===== src/rtl/fifo_ptr_pkg.sv =====
// ============================================================================
// fifo_ptr_pkg : Gray/binary pointer helpers shared by the FIFO pointer blocks
// Rev 1.0 : initial release
// ============================================================================
`default_nettype none

package fifo_ptr_pkg;

  // Widest pointer supported (ADDRSIZE up to 16, plus the wrap bit).
  localparam int unsigned PTR_MAXW = 17;

  typedef logic [PTR_MAXW-1:0] ptr_word_t;

  function automatic ptr_word_t bin2gray(input ptr_word_t bin);
    return (bin >> 1) ^ bin;
  endfunction

  function automatic ptr_word_t gray2bin(input ptr_word_t gray);
    ptr_word_t bin;
    bin[PTR_MAXW-1] = gray[PTR_MAXW-1];
    for (int i = PTR_MAXW - 2; i >= 0; i--) begin
      bin[i] = bin[i+1] ^ gray[i];
    end
    return bin;
  endfunction

  // Gray value the write pointer holds when it is exactly one lap ahead of
  // the given read pointer: top two bits inverted, the rest unchanged.
  function automatic ptr_word_t full_match(input ptr_word_t rd_gray, input int unsigned aw);
    return rd_gray ^ (ptr_word_t'(3) << (aw - 1));
  endfunction

endpackage

`default_nettype wire


===== src/rtl/gray_to_bin.sv =====
// ============================================================================
// gray_to_bin : combinational Gray-to-binary converter, WIDTH bits (max 17)
// Rev 1.0 : initial release
// ============================================================================
`default_nettype none

module gray_to_bin
  import fifo_ptr_pkg::*;
#(
  parameter int unsigned WIDTH = 5
) (
  input  logic [WIDTH-1:0] gray,
  output logic [WIDTH-1:0] bin
);

  assign bin = WIDTH'(gray2bin(ptr_word_t'(gray)));

endmodule

`default_nettype wire


===== src/rtl/wr_ptr_full_level.sv =====
// ============================================================================
// wr_ptr_full_level : FIFO write pointer, full flag, fill level, almost-full
//                     and sticky overflow, all in the write clock domain.
//                     Almost-full logic is built only with WPTR_AFULL_EN.
// Rev 1.0 : initial release
// ============================================================================
`default_nettype none

module wr_ptr_full_level
  import fifo_ptr_pkg::*;
#(
  parameter int unsigned ADDRSIZE = 4
) (
  input  logic                wr_clk,
  input  logic                wr_rst,
  input  logic                wr_en,
  input  logic [ADDRSIZE:0]   wq2_rd_ptr,
  input  logic [ADDRSIZE:0]   wr_af_thresh,
  input  logic                wr_ovf_clr,
  output logic                wr_accept,
  output logic [ADDRSIZE-1:0] wr_addr,
  output logic [ADDRSIZE:0]   wr_grayptr,
  output logic                wr_full,
  output logic [ADDRSIZE:0]   wr_level,
  output logic                wr_almost_full,
  output logic                wr_overflow
);

  localparam int unsigned PW = ADDRSIZE + 1;

  logic [PW-1:0] wr_ptr;
  logic [PW-1:0] ptr_next;
  logic [PW-1:0] gray_next;
  logic [PW-1:0] full_pattern;
  logic [PW-1:0] rd_bin;
  logic [PW-1:0] level_next;
  logic          full_next;
  logic          afull_next;

  assign wr_accept = wr_en & ~wr_full;
  assign wr_addr   = wr_ptr[ADDRSIZE-1:0];

  assign ptr_next     = wr_ptr + PW'(wr_accept);
  assign gray_next    = PW'(bin2gray(ptr_word_t'(ptr_next)));
  assign full_pattern = PW'(full_match(ptr_word_t'(wq2_rd_ptr), ADDRSIZE));
  assign full_next    = (gray_next == full_pattern);

  gray_to_bin #(
    .WIDTH (PW)
  ) u_rd_gray_to_bin (
    .gray (wq2_rd_ptr),
    .bin  (rd_bin)
  );

  // Read pointer lags the real reader, so this level can only over-report.
  assign level_next = ptr_next - rd_bin;

`ifdef WPTR_AFULL_EN
  assign afull_next = (level_next >= wr_af_thresh);
`else
  logic unused_af_thresh;
  assign unused_af_thresh = ^wr_af_thresh;
  assign afull_next       = 1'b0;
`endif

  always_ff @(posedge wr_clk) begin
    if (wr_rst) begin
      wr_ptr         <= '0;
      wr_grayptr     <= '0;
      wr_full        <= 1'b0;
      wr_level       <= '0;
      wr_almost_full <= 1'b0;
      wr_overflow    <= 1'b0;
    end else begin
      wr_ptr         <= ptr_next;
      wr_grayptr     <= gray_next;
      wr_full        <= full_next;
      wr_level       <= level_next;
      wr_almost_full <= afull_next;
      wr_overflow    <= (wr_overflow & ~wr_ovf_clr) | (wr_en & wr_full);
    end
  end

endmodule

`default_nettype wire


===== config.mk =====
export PLATFORM = sky130hd
export DESIGN_NAME = wr_ptr_full_level
export DESIGN_NICKNAME = d
export VERILOG_FILES = /design/src/rtl/fifo_ptr_pkg.sv /design/src/rtl/gray_to_bin.sv /design/src/rtl/wr_ptr_full_level.sv
export SDC_FILE = /design/constraint.sdc
export NUM_CORES = 1
export LEC_CHECK = 0
export BUFFER_PORTS_ARGS = -buffer_cell sky130_fd_sc_hd__buf_2
export CAP_MARGIN = 10
export CORE_MARGIN = 4
export CORE_UTILIZATION = 46
export DETAILED_ROUTE_END_ITERATION = 6
export GPL_TIMING_DRIVEN = 0
export PLACE_DENSITY = 0.78
export SYNTH_ARGS = -nofsm -noshare
export SYNTH_HDL_FRONTEND = slang
export SYNTH_SLANG_ARGS = --single-unit

===== constraint.sdc =====
create_clock -name wr_clk -period 2.6 [get_ports wr_clk]
set_input_delay 0.26 -clock wr_clk [delete_from_list [all_inputs] [get_ports wr_clk]]
set_output_delay 0.26 -clock wr_clk [all_outputs]
set_load 0.02 [all_outputs]

==> summary.txt <==
GRT
  – Overflow after GRT: 0
  – Pin count of the biggest net entering global routing: 11
  – GRT Overall Usage: 14.05%
  – First-pass GRT wire length: between 2000 and 3000 um
  – Initial antenna violation count: 0
  – Vias in the first global route: between 600 and 700

Hold path
  – Hold path startpoint: wr_rst
  – Worst Hold End: wr_ptr[2]
  – Hold depth: 2
  – Worst Hold Class: in -> reg

Floorplan
  – Initial core utilization: between 50% and 60%
  – Die height: 49.89 um
  – Row count: 14
  – I/O pins: 32
  – Die W: between 40 and 50 um
  – Core ar.: roughly 0.0016 mm^2
  – Die Area: 0.002489 mm^2

Timing
  – Min cycle time layout: between 2000 and 2500 ps
  – Pins Over Slew Limit: 0
  – Period Utilization, post-route: 90.67%
  – Final Hold Vio Count: 0
  – Fmax: 424.2 MHz
  – Fin worst setup slack: ~240 ps
  – Final Setup Violations: 0
  – Final worst clock skew: about 8 ps

Route
  – Routed wire per std cell: 12.09 um
  – Initial DRT Pass Iterations: 4
  – Vias: between 600 and 700
  – Vias per inst: about 5
  – Routed wire length: approximately 1500 um
  – Final ANT Viol Nets: 0
  – Number of remaining DRC errors: 0
  – Initial DRC Count: 14

Synthesis
  – Syn Area/Cell: 10.09 um^2
  – Ys flop type: dfxtp_1
  – Synthesized netlist cell count: 80
  – Register bit total from synthesis: 16
  – Sequential area share after synthesis: 39.69%
  – Post-synth EDFFs: 0
  – Netlist Area Pre-Place: just over 800 um^2
  – Synth cell types: 25
  – FFs w/ async S/R, synth: 0%
  – Synth warn: 0
  – Post-synth net total: about 100

Cells and area
  – Commonest non-fill, non-tap cell in the layout: buf_2
  – Final std cells w/o fill: 126
  – NumNets Final: 132
  – Inserted Diodes: 0
  – Commonest cells after routing, fill and taps aside: 25 x buf_2, 16 x dfxtp_1, 9 x nor2_1
  – Synth-to-Final Area Change: 26.20%
  – Layout cells sized above 1: around a third
  – Util after Layout: around 65%
  – Fin area: around 0.0010 mm^2

Job
  – Total of max-cap violations: 0

Placed design
  – HPWL Detailed: between 1000 and 1500 um
  – Placed insts: 121
  – Port Buffer Count: 25
  – Setup WS pre-CTS: -208.3 ps
  – Routability cong.: 0.7770
  – Placed Area: around 950 um^2

Clock tree
  – CTS tree: yes
  – Htree depth: 1
  – CTS Root Cell: clkbuf_4
  – Clk_lat worst skew: between 200 and 300 ps
  – Clk buf depth: 2
  – Num CTS Buffers: 3
  – Clock Sinks: 16
  – Clock transition at path regs: around 100 ps

Critical path
  – Reg2reg start: wr_full
  – Crit-path max cell delay: roughly 400 ps
  – Critical Path, Cell by Cell: buf_2 > xnor2_2 > xor2_1 > xor2_2 > xnor2_1 > ha_1 > inv_1 > fa_1 > a21o_1 > a21oi_1 > xor2_1 > nor2_1
  – Flop2flop setup slack: about 290 ps
  – Critical path class: in -> reg
  – Crit. Startpoint: wq2_rd_ptr[4]
  – WP buf/inv: 2
  – CP dominant cell by count: xor2_1
  – Max FO, Critical Path: 3
  – Kind of cell adding the most delay to the critical path: XOR/XNOR gates
  – Reg-to-reg endpoint: wr_level[4]
  – Slowest stage cell, crit path: fa_1
  – Crit path launch type: primary input
  – Crit end category: flop
  – Worst EP arrival: ~2500 ps
  – Crit path required time: approximately 2800 ps
  – R2r worst-path depth: 9

Power and ir drop
  – Power Dens Cells: 652.1 mW/mm^2
  – Leakage power: between 0.5 and 0.6 nW
  – Max rail drop VDD: about 0.46 mV
  – Pwr Total: 0.6642 mW

Status
  – Outcome: complete, no violations
layer usage:
| metal | vias up | GRT usage (%) | wire length (um) |
|---|---|---|---|
| met5 | - | 0 | 0 |
| met4 | 0 | 6.912 | 10 |
| met3 | 2 | 3.313 | 99 |
| met2 | 23 | 24.67 | 789 |
| met1 | 272 | 15.66 | 623 |
| li1 | 316 | - | - |
worst max path at each step:
stage,slack (ps),cells past startpoint,endpoint
CTS,60,9,wr_level[4]
detailed placement,-210,12,wr_level[4]
global placement,-160,12,wr_level[4]
floorplan,60,9,wr_level[4]
global route,-7,12,wr_level[4]
finish,240,12,wr_level[4]
cell type report:
cell class / instances / area, um^2
buffer: 2 / 11.26
clock buffer: 4 / 36.28
fill: 128 / 558.0
inverter: 4 / 15.01
multi-input combinational: 58 / 483.0
sequential: 16 / 320.3
tap: 16 / 20.02
timing repair buffer: 26 / 132.6
metrics by stage:
| stage | setup TNS [ps] | hold WS (ps) |
|---|---|---|
| final | 0 | 216.0 |
| after global routing | -6.664 | 219.3 |
| after CTS | 0 | 209.3 |
| after detailed placement | -208.3 | 466.2 |
| after global placement | -157.5 | 456.8 |
| after floorplan | 0 | 328.9 |
repair_timing:
action,in CTS,in global routing
hold buffers,0,0
buffers inserted,0,1
endpoints found under the setup margin,0,2
gates resized for setup,0,3
endpoints found under the hold margin,0,0
cell usage after synthesis, types with 2 or more instances:
cell	number	share of area (%)
dfxtp_1	16	40
nor2_1	9	4.2
xnor2_1	8	8.7
xor2_1	8	8.7
ha_1	6	9.3
nor2b_1	6	4.7
inv_1	4	1.9
a21oi_1	2	1.2
nand2_1	2	0.93
nand3_1	2	1.2
nor3_1	2	1.2
xnor3_1	2	5.6
flip-flops by register name, indices dropped and copies added (netlist names):
signal       flops
wr_ptr           4
wr_full          1
wr_overflow      1
wr_grayptr       5
wr_level         5
worst reg2reg max path: cells and delay by family (launching register included):
kind	cells	cell delay, ps
XOR/XNOR	2	530
AND/OR/NAND/NOR	2	240
adder cells (fa/ha/maj)	3	770
AO/OA/AOI/OAI	2	340
flip-flops	1	330
kinds of logic after synthesis:
logic type	count (synthesis)	share of synthesized area [%]
AO/OA/AOI/OAI	6	5.581
adder cells (fa/ha/maj)	7	11.78
AND/OR/NAND/NOR	26	16.28
flip-flops	16	39.69
other	1	0.4647
buffers and inverters	6	3.255
XOR/XNOR	18	22.95
report_power, final:
| part | total, mW | internal [mW] | switching [mW] |
|---|---|---|---|
| clock | 0.165 | 0.0852 | 0.0802 |
| combinational | 0.218 | 0.0960 | 0.122 |
| sequential | 0.281 | 0.273 | 0.00821 |
| total | 0.664 | 0.454 | 0.210 |
Power figures use the tool's default switching activity.
